<file path="config.mk">
export PLATFORM = sky130hd
export DESIGN_NAME = iterative_left_shifter_flat
export DESIGN_NICKNAME = d
export VERILOG_FILES = /design/src/rtl/iterative_left_shifter_if.sv /design/src/rtl/iterative_left_shifter.sv /design/src/flat_wrapper.sv
export SDC_FILE = /design/constraint.sdc
export NUM_CORES = 1
export LEC_CHECK = 0
export BUFFER_PORTS_ARGS = -buffer_cell sky130_fd_sc_hd__buf_2
export CAP_MARGIN = 5
export CORE_MARGIN = 8
export CORE_UTILIZATION = 54
export DETAILED_ROUTE_END_ITERATION = 6
export PLACE_DENSITY = 0.82
export SLEW_MARGIN = 20
export SYNTH_ARGS = -nofsm -noshare
export SYNTH_HDL_FRONTEND = slang
export SYNTH_SLANG_ARGS = --single-unit
</file>
<file path="constraint.sdc">
create_clock -name clock -period 2.9 [get_ports clock]
set_input_delay 0.29 -clock clock [delete_from_list [all_inputs] [get_ports clock]]
set_output_delay 0.29 -clock clock [all_outputs]
set_load 0.05 [all_outputs]
</file>
<file path="src/rtl/iterative_left_shifter_if.sv">
// Operand/result handshake bundle for the iterative left shifter.
// master drives operands and consumes results; slave is the shifter.
interface iterative_left_shifter_if #(
    parameter int WIDTH   = 32,
    parameter int SHAMT_W = 5
);
    logic               in_valid;
    logic               in_ready;
    logic [WIDTH-1:0]   in_data;
    logic [SHAMT_W-1:0] in_shamt;
    logic               out_valid;
    logic               out_ready;
    logic [WIDTH-1:0]   out_data;
    logic               out_lost;

    modport master (
        output in_valid, in_data, in_shamt, out_ready,
        input  in_ready, out_valid, out_data, out_lost
    );

    modport slave (
        input  in_valid, in_data, in_shamt, out_ready,
        output in_ready, out_valid, out_data, out_lost
    );
endinterface

</file>
<file path="src/rtl/iterative_left_shifter.sv">
// Multi-cycle logical left shifter, 8/4/2/1 bits per cycle.
// Flags any 1 bit pushed out past the MSB.
module iterative_left_shifter #(
    parameter int WIDTH    = 32,
    parameter int SHAMT_W  = 5,
    parameter int STEP_MAX = 8
) (
    input  logic                    clock,
    input  logic                    reset,
    iterative_left_shifter_if.slave bus
);
    typedef enum logic [1:0] {
        IDLE,
        SHIFT,
        DONE
    } state_t;

    state_t             state;
    state_t             state_next;
    logic [WIDTH-1:0]   acc;
    logic [SHAMT_W-1:0] rem;
    logic               lost;
    logic [SHAMT_W-1:0] step;
    logic [SHAMT_W-1:0] rem_next;
    logic [WIDTH-1:0]   keep_mask;
    logic               step_lost;
    logic               accept;

    assign accept    = bus.in_valid && (state == IDLE);
    assign rem_next  = rem - step;
    assign keep_mask = {WIDTH{1'b1}} >> step;
    assign step_lost = |(acc & ~keep_mask);

    assign bus.in_ready  = (state == IDLE);
    assign bus.out_valid = (state == DONE);
    assign bus.out_data  = acc;
    assign bus.out_lost  = lost;

    // Largest power-of-two step not exceeding the remaining amount.
    always_comb begin
        step = SHAMT_W'(1);
        for (int i = 0; (1 << i) <= STEP_MAX; i++) begin
            if (rem >= SHAMT_W'(1 << i)) begin
                step = SHAMT_W'(1 << i);
            end
        end
    end

    // State register.
    always_ff @(posedge clock) begin
        if (!reset) begin
            state <= IDLE;
        end else begin
            state <= state_next;
        end
    end

    // Next-state logic.
    always_comb begin
        state_next = state;
        unique case (state)
            IDLE: begin
                if (accept) begin
                    state_next = (bus.in_shamt == '0) ? DONE : SHIFT;
                end
            end
            SHIFT: begin
                if (rem_next == '0) begin
                    state_next = DONE;
                end
            end
            DONE: begin
                if (bus.out_ready) begin
                    state_next = IDLE;
                end
            end
            default: state_next = IDLE;
        endcase
    end

    // Operand capture and per-cycle shift datapath.
    always_ff @(posedge clock) begin
        if (!reset) begin
            acc  <= '0;
            rem  <= '0;
            lost <= 1'b0;
        end else if (accept) begin
            acc  <= bus.in_data;
            rem  <= bus.in_shamt;
            lost <= 1'b0;
        end else if (state == SHIFT) begin
            acc  <= acc << step;
            rem  <= rem_next;
            lost <= lost | step_lost;
        end
    end
endmodule
</file>
<file path="src/flat_wrapper.sv">
// flat-port wrapper written by rule: the top's interface ports become plain ports
module iterative_left_shifter_flat 
#(
    parameter int WIDTH    = 32,
    parameter int SHAMT_W  = 5,
    parameter int STEP_MAX = 8
)
  (clock, reset, bus_in_valid, bus_in_data, bus_in_shamt, bus_out_ready, bus_in_ready, bus_out_valid, bus_out_data, bus_out_lost);
  iterative_left_shifter_if #(.WIDTH(WIDTH), .SHAMT_W(SHAMT_W)) bus_i ();
  input  logic clock;
  input  logic reset;
  input wire logic [$bits(bus_i.in_valid)-1:0] bus_in_valid;
  input wire logic [$bits(bus_i.in_data)-1:0] bus_in_data;
  input wire logic [$bits(bus_i.in_shamt)-1:0] bus_in_shamt;
  input wire logic [$bits(bus_i.out_ready)-1:0] bus_out_ready;
  output wire logic [$bits(bus_i.in_ready)-1:0] bus_in_ready;
  output wire logic [$bits(bus_i.out_valid)-1:0] bus_out_valid;
  output wire logic [$bits(bus_i.out_data)-1:0] bus_out_data;
  output wire logic [$bits(bus_i.out_lost)-1:0] bus_out_lost;
  assign bus_i.in_valid = bus_in_valid;
  assign bus_i.in_data = bus_in_data;
  assign bus_i.in_shamt = bus_in_shamt;
  assign bus_i.out_ready = bus_out_ready;
  assign bus_in_ready = bus_i.in_ready;
  assign bus_out_valid = bus_i.out_valid;
  assign bus_out_data = bus_i.out_data;
  assign bus_out_lost = bus_i.out_lost;
  iterative_left_shifter #(.WIDTH(WIDTH), .SHAMT_W(SHAMT_W), .STEP_MAX(STEP_MAX)) u_core (.clock(clock), .reset(reset), .bus(bus_i));
endmodule
</file>
Word-level counts from Yosys, hierarchy flattened
Index checks and enable logic that the tools add are counted.
{"block": "word_totals", "regBits": 40, "elab_cells": 39, "input_bits": 41}
{"block": "op_classes", "n_shift": 2, "mux": 12, "magnitude_cmp": 3, "add_sub_neg": 1, "n_eq_ne": 5, "n_reduce_logical": 8, "bitwise": 4}
{"op": "32-bit two-way mux", "n": 2}
{"op": "32-bit bitwise AND", "n": 1}
{"op": "32-bit NOT", "n": 1}
{"op": "32-bit OR reduction", "n": 1}
{"op": "32-bit by 4-bit << shifter with 32-bit output", "n": 1}
{"op": "32-bit by 4-bit right shift with 32-bit output, first input constant", "n": 1}
{"op": "5-bit zero test", "n": 2}
{"op": "2-bit two-way mux", "n": 5}
{"op": "5-bit two-way mux", "n": 2}
{"op": "2-bit case mux with 3 select lines", "n": 1}
{"op": "5-bit by 2-bit >= comparator with 1-bit output, second input constant", "n": 1}
{"op": "5-bit by 3-bit >= comparator with 1-bit output, second input constant", "n": 1}
{"op": "5-bit by 4-bit >= comparator with 1-bit output, second input constant", "n": 1}
{"op": "5-bit by 4-bit subtractor with 5-bit output", "n": 1}
{"op": "4-bit two-way mux", "n": 1}
{"op": "2-bit by 1-bit != test with 1-bit output, second input constant", "n": 2}
{"op": "3-bit two-way mux", "n": 1}
{"op": "3-bit AND reduction", "n": 1}
{"op": "2-bit by 1-bit == test with 1-bit output, second input constant", "n": 1}
{"op": "2-bit == test, second input constant", "n": 1}
{"op": "2-bit zero test", "n": 1}
{"op": "2-bit != test, second input constant", "n": 1}
{"op": "2-bit nonzero test", "n": 1}
{"op": "2-bit OR reduction", "n": 1}
{"op": "other kinds (3)", "n": 3}

Logic depth before layout (Yosys ltp)
Gate-level depths: netlist of the first run.
{"block": "depth", "ltp_word": 9, "ltp_mapped": 12, "mapped_depth_nobuf": 9}

Least setup slack after synthesis of the first run
OpenSTA, ideal clock, no wires.
{"block": "synth_path", "path_kind": "reg-to-reg", "start": "register u_core.rem[2]", "end": "register u_core.state[0]", "synth_period_minus_slack_ps": 2514, "slack_ps": 386, "stages_incl_launch_ff": 11, "arrival_ps": 2399, "t_required_ps": 2785, "path_cell_list": "dfxtp_1 buf_1 clkbuf_1 nor3_1 ha_1 fa_1 nand2b_1 a21oi_1 xor2_1 a31oi_1 o21a_1"}
{"block": "synth_via", "elab_chain_cells": 8, "word_cells_on_any_way": 10, "classes_between": "1 x add/sub; 3 x order compare; 1 x eq/ne; 3 x mux; 2 x reduce/logical"}
{"element": "from (decl)", "line": "iterative_left_shifter.sv:21", "rtl": "logic [SHAMT_W-1:0] rem;"}
{"element": "from (signal assigned)", "line": "iterative_left_shifter.sv:89", "rtl": "rem <= bus.in_shamt;"}
{"element": "from (signal assigned)", "line": "iterative_left_shifter.sv:93", "rtl": "rem <= rem_next;"}
{"element": "5-bit by 2-bit >= comparator with 1-bit output", "line": "iterative_left_shifter.sv:43", "rtl": "if (rem >= SHAMT_W'(1 << i)) begin"}
{"element": "2-bit two-way mux", "line": "iterative_left_shifter.sv:43"}
{"element": "3-bit two-way mux", "line": "iterative_left_shifter.sv:43"}
{"element": "4-bit two-way mux", "line": "iterative_left_shifter.sv:43"}
{"element": "5-bit by 4-bit subtractor with 5-bit output (*)", "line": "iterative_left_shifter.sv:30", "rtl": "assign rem_next = rem - step;"}
{"element": "5-bit zero test (*)", "line": "iterative_left_shifter.sv:68", "rtl": "if (rem_next == '0) begin"}
{"element": "2-bit by 1-bit != test with 1-bit output (no source line) (*)"}
{"element": "3-bit AND reduction (no source line) (*)"}
{"element": "to (signal assigned)", "line": "iterative_left_shifter.sv:54", "rtl": "state <= state_next;"}
{"element": "to (decl)", "line": "iterative_left_shifter.sv:18", "rtl": "state_t state;"}
Mark *: on every way between the ends. The rest lies on a longest branch, timed or not.
A chain may end at the register's enable or synchronous reset.

Worst setup path after layout of the first run
{"block": "layout_path", "start": "register u_core.rem[4]", "end": "register u_core.state[0]"}
The elaborated chain is that of the path after synthesis.

==> run summary, run 1 <==
Syn nets: 421
Post-synth top flop: dfxtp_1
WP data arrival: 2.53 ns
Hold-fix buffers, CTS: 0
Max-slew headroom: 56.6%
Hold endpoint: u_core.bus.out_data[19]$_SDFFE_PN0P_
Capturing point of the worst reg2reg path: u_core.state[0]$_SDFFE_PN0P_
Post-CTS sizing: 0
FF-to-FF Start: u_core.rem[4]$_SDFFE_PN0P_
FMAX: 429 MHz
Yosys reg bits: 40
Tot GR Track Use: 23.1%
Clk slew on worst S/H paths: 0.08 ns
Final Power: 3.02 mW
Setup TNS: 0 ns
Crit path buffers/inverters: 1
Min-delay worst type: in2reg
Status: finished clean
Ys Warns: 0
Vias in the first global route: 2898
CORE AREA: 5170 sq um
Distinct cells, synth: 52
Final WL: 9100 um
Avg WL per Cell: 18.0 um
Layout Cells excl Fill: 504
Worst r2r path cells: 9
Largest net degree at the start of global routing: 44
Final Skew: 0.00693 ns
Cell breakdown of the critical path: or2_1, buf_4, nor3_2, fa_1, nand2b_1, a21oi_1, xor2_1, a31oi_1, o21a_1
Finished Cell Area: 3360 sq um
Critical path type: reg2reg
Total setup buffers inserted after CTS: 0
Via density: 6.31
Setup violators final: 0
Die span in y: 89.5 um
Antenna fix cells: 0
Sequential-to-total area share from yosys stat: 27.5%
DRT antenna net count: 0
Crit path largest cell delay: 0.43 ns
Residual DRC count: 0
Max-cap check violation count: 0
Share of post-route cells with drive strength above 1: 26.7%
Worst R2R Setup Slack: 0.57 ns
Number of primary I/O pins: 76
Vias: 3180
Critical Path Slowest Stage Cell: fa_1
Cell Pwr Density: 898 nW/um^2
Most frequent cells in the layout: buf_2 (75), nand2_1 (54), dfxtp_1 (40)
Final Wtd Congestion: 0.947
Slew Limit Fails: 0
Asr flop ratio synth: 0%
Final hold vios: 0
Die area: 8010 sq um
First-pass GRT wire length: 14600 um
Die width: 89.5 um
Worst skew pair latency: 0.30 ns
Slew @ Worst Pin: 0.650 ns
Pre-CTS setup slack: 0.616 ns
CP top delay family: compound AO/OA/AOI/OAI gates
Critical Path End Type: flip-flop
Worst endpoint required time: 3.10 ns
Netlist area before placement: 2920 sq um
IO buf count: 75
CTS buffer count: 5
Commonest non-fill, non-tap cell in the layout: buf_2
Drt first pass iters: 5
Met2 WL: 4150 um
Area growth, synth to finish: 15.2%
Total gr overflow: 0
Top layer in use: met4
M1 wire length: 3950 um
Final nets: 479
Clock Sinks: 40
Hold Crit Depth: 3
Syn Area/Cell: 7.78 sq um
Initial drt markers: 423
Period utilisation layout: 80.4%
Initial antenna violation count: 0
Final setup margin: 0.569 ns
Min-delay src: bus_in_data[19]
Post-placement cell count: 496
H-Tree Depth: 2
Post-layout util: 64.9%
Max clock buf depth: 2
Initial Utilization: 56.4%
CTS tree: yes
Synth Instances: 375
Clock Tree Root: clkbuf_8
Setup crit start kind: flip-flop
Pleak: 1.39 nW
Min Tclk post-route: 2.33 ns
Number of synthesized flops with an enable pin: 0
Placed cell area: 3270 sq um
Worst VDD drop: 0.000564 V
Met3 routed WL: 827 um
Hold Worst Slack: 0.212 ns
Worst-path fanout max: 13
FP Rows: 26
DP HPWL: 6320 um
RSZ-0062 raised after global routing: false
==> state kept, by name, summed over array words and instances (netlist names) <==
name and flops:
u_core.bus.out_lost 1, u_core.bus.out_data 32, u_core.state 2, u_core.rem 5
==> how the worst max path moves through the flow <==
stage / start / to / slack, ns / depth (start not counted)
floorplan: u_core.rem[2]$_SDFFE_PN0P_ / u_core.state[0]$_SDFFE_PN0P_ / 0.39 / 10
global placement: u_core.rem[4]$_SDFFE_PN0P_ / u_core.state[0]$_SDFFE_PN0P_ / 0.72 / 9
detailed placement: u_core.rem[4]$_SDFFE_PN0P_ / u_core.state[0]$_SDFFE_PN0P_ / 0.62 / 9
CTS: u_core.rem[4]$_SDFFE_PN0P_ / u_core.state[0]$_SDFFE_PN0P_ / 0.59 / 9
global route: u_core.rem[4]$_SDFFE_PN0P_ / u_core.state[0]$_SDFFE_PN0P_ / 0.42 / 9
finish: u_core.rem[4]$_SDFFE_PN0P_ / u_core.state[0]$_SDFFE_PN0P_ / 0.57 / 9
==> cell families (layout without fill, tap and decap cells) <==
logic type	after synthesis	in the layout	synth area share, %
buffers and inverters	40	99	7.21
adders and majority gates	5	5	2.40
DFF	40	40	27.5
xor gates and xnor gates	3	3	0.901
and+or+nand+nor	136	136	20.8
AOI/OAI and AO/OA	107	107	25.7
muxes	44	44	15.6
==> power by group <==
part / total (mW) / switching (mW) / internal, mW / leakage [nW]
Sequential: 0.872 / 0.205 / 0.667 / 0.330
Clock: 0.399 / 0.209 / 0.190 / 0.0510
Combinational: 1.74 / 1.14 / 0.608 / 1.01
Total: 3.02 / 1.55 / 1.47 / 1.39
==> cells in the mapped netlist (5+ instances only) <==
cell	n	area (sq um)
a2111oi_2	8	120
clkbuf_1	14	52.6
o22ai_1	5	31.3
nand2_1	54	203
mux2_2	5	56.3
nor2_1	32	120
buf_2	13	65.1
dfxtp_1	40	801
o21ai_0	21	105
o211ai_1	7	52.6
o21ai_1	10	50.1
a31oi_1	9	56.3
mux2i_1	36	360
nand3_1	21	105
a21oi_1	20	100
nor3_1	11	55.1
o221ai_1	8	70.1
==> area by class of cell <==
class                           instances  area (sq um)
Clock buffer                            6          82.6
Clock inverter                          2          10.0
Fill cell                             453          1810
Inverter                                7          27.5
Multi-Input combinational cell        295          1910
Sequential cell                        40           801
Tap cell                               70          87.6
Timing Repair Buffer                   84           443
==> layer usage <==
layer	track usage, %	up-vias
li1	-	1493
met1	31.3	1500
met2	35.8	167
met3	4.78	20
met4	6.19	0
met5	0	-
==> worst min-delay path: stages <==
cell and delay (ns):
buf_2 0.08, nand3_1 0.05, o221ai_1 0.06
Power figures use the tool's default switching activity.
==> run 2: changes to the inputs <==
- clock period: 2.9 -> 2.2 ns (I/O delays scaled with it)
==> run summary, run 2 (same netlist as run 1, synthesis figures left out) <==
Critical Path End Type: flip-flop (unchanged)
Die span in y: 89.5 um (unchanged)
DRT antenna net count: 0 (unchanged)
RSZ-0062 raised after global routing: false (unchanged)
Most frequent cells in the layout: buf_2 (75), nand2_1 (54), dfxtp_1 (38) (was buf_2 (75), nand2_1 (54), dfxtp_1 (40))
Slew @ Worst Pin: 0.580 ns (was 0.650 ns)
Critical path type: reg2reg (unchanged)
Number of primary I/O pins: 76 (unchanged)
Largest register FFs: 32 (unchanged)
Final Wtd Congestion: 0.956 (was 0.947)
Commonest non-fill, non-tap cell in the layout: buf_2 (unchanged)
Worst R2R Setup Slack: 0.11 ns (was 0.57 ns)
Final nets: 487 (was 479)
CTS buffer count: 5 (unchanged)
Area growth, synth to finish: 17.8% (was 15.2%)
Vias: 3114 (was 3180)
Initial Utilization: 56.4% (unchanged)
Vias in the first global route: 3057 (was 2898)
Post-layout util: 66.4% (was 64.9%)
Drt first pass iters: 5 (unchanged)
Total setup buffers inserted after CTS: 0 (unchanged)
Worst-path fanout max: 5 (was 13)
Tot GR Track Use: 23.9% (was 23.1%)
Final hold vios: 0 (unchanged)
Avg WL per Cell: 18.0 um (about the same)
Period utilisation layout: 95.2% (was 80.4%)
H-Tree Depth: 2 (unchanged)
IO buf count: 75 (unchanged)
Final Power: 4.01 mW (was 3.02 mW)
Hold Crit Depth: 3 (unchanged)
Worst endpoint required time: 2.40 ns (was 3.10 ns)
Share of post-route cells with drive strength above 1: 28.8% (was 26.7%)
Antenna fix cells: 0 (unchanged)
CTS tree: yes (unchanged)
Initial antenna violation count: 0 (unchanged)
Clk slew on worst S/H paths: 0.09 ns (was 0.08 ns)
Setup violators final: 0 (unchanged)
Min Tclk post-route: 2.09 ns (was 2.33 ns)
Via density: 6.09 (was 6.31)
Max-slew headroom: 61.2% (was 56.6%)
Residual DRC count: 0 (unchanged)
Total gr overflow: 0 (unchanged)
Final WL: 9190 um (was 9100 um)
Die width: 89.5 um (unchanged)
Die area: 8010 sq um (unchanged)
Cell Pwr Density: 1170 nW/um^2 (was 898 nW/um^2)
Min-delay worst type: in2reg (unchanged)
Max clock buf depth: 2 (unchanged)
Max-cap check violation count: 0 (unchanged)
Status: finished clean (unchanged)
Clock Tree Root: clkbuf_8 (unchanged)
Setup TNS: 0 ns (unchanged)
Pleak: 1.42 nW (was 1.39 nW)
Hold-fix buffers, CTS: 0 (unchanged)
Setup crit start kind: flip-flop (unchanged)
Worst skew pair latency: 0.30 ns (about the same)
Initial drt markers: 302 (was 423)
Final Skew: 0.00857 ns (was 0.00693 ns)
Worst r2r path cells: 9 (unchanged)
Slew Limit Fails: 0 (unchanged)
Clock Sinks: 40 (unchanged)
Worst VDD drop: 0.000693 V (was 0.000564 V)
Largest net degree at the start of global routing: 49 (was 44)
CORE AREA: 5170 sq um (unchanged)
WP data arrival: 2.29 ns (was 2.53 ns)
Post-CTS sizing: 0 (unchanged)
First-pass GRT wire length: 15100 um (was 14600 um)
FP Rows: 26 (unchanged)
DP HPWL: 6590 um (was 6320 um)
FMAX: 478 MHz (was 429 MHz)
==> run 2: metrics by stage <==
stage / setup slack [ns] / area [sq um] / hold WS [ns] / std cells
after CTS: 0.0540 / 3420 / 0.148 / 511
after floorplan: 0.00642 / 2950 / 0.356 / 375
after global routing: 0.0104 / 3430 / 0.176 / 511
after detailed placement: 0.0614 / 3350 / 0.461 / 504
final: 0.106 / 3430 / 0.150 / 511
after global placement: 0.132 / 3350 / 0.456 / 504
==> run 2: layout make-up <==
cell class / count / area [sq um]
clock inverter: 1 / 5.00
timing repair buffer: 92 / 515
clock buffer: 6 / 72.6
multi-input combinational: 295 / 1920
fill: 456 / 1740
inverter: 7 / 27.5
tap: 70 / 87.6
sequential: 40 / 803
==> run 2: worst max-delay path, cell delays in order (launching register included) <==
cell and delay, ns:
dfxtp_2 0.38, or2_4 0.16, nor3_1 0.05, ha_1 0.21, fa_2 0.35, nand2b_1 0.17
a21oi_2 0.19, xor2_1 0.16, a31oi_1 0.13, o21a_1 0.20
==> run 2: where the power goes <==
| group | total [mW] | leakage (nW) | switching, mW | internal [mW] |
|---|---|---|---|---|
| clock | 0.488 | 0.0410 | 0.272 | 0.216 |
| sequential | 1.14 | 0.331 | 0.260 | 0.881 |
| combinational | 2.38 | 1.05 | 1.52 | 0.867 |
| total | 4.01 | 1.42 | 2.05 | 1.96 |
==> run 2: final timing paths <==
check | start | endpoint
worst min-delay path | bus_in_data[28] | u_core.bus.out_data[28]$_SDFFE_PN0P_
worst min register to register | u_core.rem[0]$_SDFFE_PN0P_ | u_core.rem[0]$_SDFFE_PN0P_
worst max register to register | u_core.rem[4]$_SDFFE_PN0P_ | u_core.state[0]$_SDFFE_PN0P_
worst max-delay path | u_core.rem[4]$_SDFFE_PN0P_ | u_core.state[0]$_SDFFE_PN0P_
==> run 2: metal layers <==
layer  up-vias  GRT usage (%)  part of all wire, %
met3        15           4.32                  7.0
met4         0           8.61                  1.3
li1       1512              -                    -
met2       120           39.6                   48
met5         -              0                    0
met1      1467           30.2                   43
==> run 3: changes to the inputs <==
- CAP_MARGIN: 5 -> not set
- RECOVER_POWER: not set -> 25
==> run summary, run 3 (same netlist as run 1, synthesis figures left out) <==
Slew @ Worst Pin: 0.609 ns (was 0.580 ns)
DP HPWL: 6590 um (unchanged)
Setup crit start kind: flip-flop (unchanged)
Die span in y: 89.5 um (unchanged)
Critical path type: reg2reg (unchanged)
M1 wire length: 3900 um (was 3990 um)
Initial antenna violation count: 0 (unchanged)
Final WL: 9260 um (was 9190 um)
Met2 WL: 4430 um (about the same)
Setup TNS: 0 ns (unchanged)
Largest register FFs: 32 (unchanged)
CTS buffer count: 5 (unchanged)
Avg WL per Cell: 18.1 um (was 18.0 um)
Worst skew pair latency: 0.30 ns (about the same)
IO buf count: 75 (unchanged)
Cell breakdown of the critical path: or2_4, nor3_1, ha_1, fa_2, nand2b_1, a21oi_2, xor2_1, a31oi_1, o21a_1 (unchanged)
Final hold vios: 0 (unchanged)
Pleak: 1.35 nW (was 1.42 nW)
Multi-input logic area: 1920 sq um (unchanged)
Max-cap check violation count: 0 (unchanged)
Commonest non-fill, non-tap cell in the layout: buf_2 (unchanged)
Hold-fix buffers, CTS: 0 (unchanged)
Crit path largest cell delay: 0.38 ns (about the same)
Slew Limit Fails: 0 (unchanged)
Final Wtd Congestion: 0.956 (unchanged)
Final Skew: 0.00568 ns (was 0.00857 ns)
DRT antenna net count: 0 (unchanged)
Post-CTS sizing: 0 (unchanged)
Period utilisation layout: 95.1% (was 95.2%)
CTS tree: yes (unchanged)
Initial Utilization: 56.4% (unchanged)
Cell Pwr Density: 1170 nW/um^2 (about the same)
RSZ-0062 raised after global routing: false (unchanged)
Top layer in use: met4 (unchanged)
Critical Path Slowest Stage Cell: dfxtp_2 (unchanged)
Status: finished clean (unchanged)
Worst VDD drop: 0.000694 V (was 0.000693 V)
Sequential share of power: 28.6% (was 28.4%)
CP top delay family: adder cells (unchanged)
Die width: 89.5 um (unchanged)
Initial drt markers: 293 (was 302)
Drt first pass iters: 4 (was 5)
Max-slew headroom: 59.6% (was 61.2%)
Via density: 6.12 (was 6.09)
Setup violators final: 0 (unchanged)
Register Area: 803 sq um (unchanged)
Largest net degree at the start of global routing: 49 (unchanged)
Crit path buffers/inverters: 0 (unchanged)
Final nets: 487 (unchanged)
Antenna fix cells: 0 (unchanged)
Tot GR Track Use: 23.9% (unchanged)
Area growth, synth to finish: 17.0% (was 17.8%)
Vias: 3125 (was 3114)
Clk slew on worst S/H paths: 0.08 ns (was 0.09 ns)
Gate power share: 59.1% (was 59.4%)
FP Rows: 26 (unchanged)
Most frequent cells in the layout: buf_2 (57), nand2_1 (54), dfxtp_1 (38) (was buf_2 (75), nand2_1 (54), dfxtp_1 (38))
Total setup buffers inserted after CTS: 0 (unchanged)
H-Tree Depth: 2 (unchanged)
WP data arrival: 2.29 ns (about the same)
Clock Sinks: 40 (unchanged)
Fillcell total: 467 (was 456)
Critical Path End Type: flip-flop (unchanged)
Psw: 2.06 mW (was 2.05 mW)
FMAX: 478 MHz (about the same)
Max clock buf depth: 2 (unchanged)
Share of post-route cells with drive strength above 1: 24.7% (was 28.8%)
Die area: 8010 sq um (unchanged)
Vias in the first global route: 3057 (unchanged)
Number of primary I/O pins: 76 (unchanged)
Clock Tree Root: clkbuf_8 (unchanged)
Residual DRC count: 0 (unchanged)
Internal Power: 1.95 mW (was 1.96 mW)
First-pass GRT wire length: 15100 um (unchanged)
Min Tclk post-route: 2.09 ns (about the same)
Finished Cell Area: 3410 sq um (was 3430 sq um)
Min-delay worst type: in2reg (unchanged)
Sw frac: 51.4% (was 51.0%)
Placed cell area: 3350 sq um (unchanged)
Power share of the clock group: 12.3% (was 12.2%)
Worst endpoint required time: 2.40 ns (about the same)
CORE AREA: 5170 sq um (unchanged)
Total gr overflow: 0 (unchanged)
Worst-path fanout max: 5 (unchanged)
Met3 routed WL: 797 um (was 647 um)
==> run 3: final timing paths <==
check	start	end	slack [ns]	cells past startpoint
max	u_core.rem[4]$_SDFFE_PN0P_	u_core.state[0]$_SDFFE_PN0P_	0.11	9
min	bus_in_data[0]	u_core.bus.out_data[0]$_SDFFE_PN0P_	0.15	3
max reg2reg	u_core.rem[4]$_SDFFE_PN0P_	u_core.state[0]$_SDFFE_PN0P_	0.11	9
min reg2reg	u_core.rem[0]$_SDFFE_PN0P_	u_core.rem[0]$_SDFFE_PN0P_	0.54	2
==> run 3: power groups by stage <==
stage	Combinational (mW)	Sequential (mW)	Clock, mW
3_3_place_gp	2.30	1.14	0
5_1_grt	2.57	1.17	0.524
6_report	2.36	1.14	0.492
4_1_cts	2.35	1.13	0.485
2_1_floorplan	1.53	1.48	0
3_5_place_dp	2.34	1.14	0
==> run 3: through the flow <==
stage	setup WS, ns	total power, mW	utilization [%]	hold WS (ns)	cells
detailed placement	0.0614	3.48	64.7	0.461	504
floorplan	0.00642	3.00	-	0.356	375
global route	0.0104	4.26	66.0	0.176	511
global placement	0.132	3.44	64.7	0.456	504
CTS	0.0540	3.96	66.2	0.148	511
finish	0.108	4.00	66.0	0.150	511
==> run 3: final cells by class <==
class	instances	share of cell area (%)
Clock buffer	6	2.13
Multi-Input combinational cell	295	56.4
Tap cell	70	2.57
Timing Repair Buffer	92	14.4
Inverter	7	0.807
Clock inverter	1	0.147
Sequential cell	40	23.5
==> run 3: tightest hold or removal path, delay by kind of cell <==
| kind | cells | cell delay [ns] |
|---|---|---|
| compound gates | 1 | 0.05 |
| buf+inv | 1 | 0.10 |
| simple gates | 1 | 0.04 |
==> run 3: layer usage <==
metal	up-vias	track usage, %
li1	1513	-
met1	1463	30.2
met2	133	39.6
met3	16	4.32
met4	0	8.61
met5	-	0
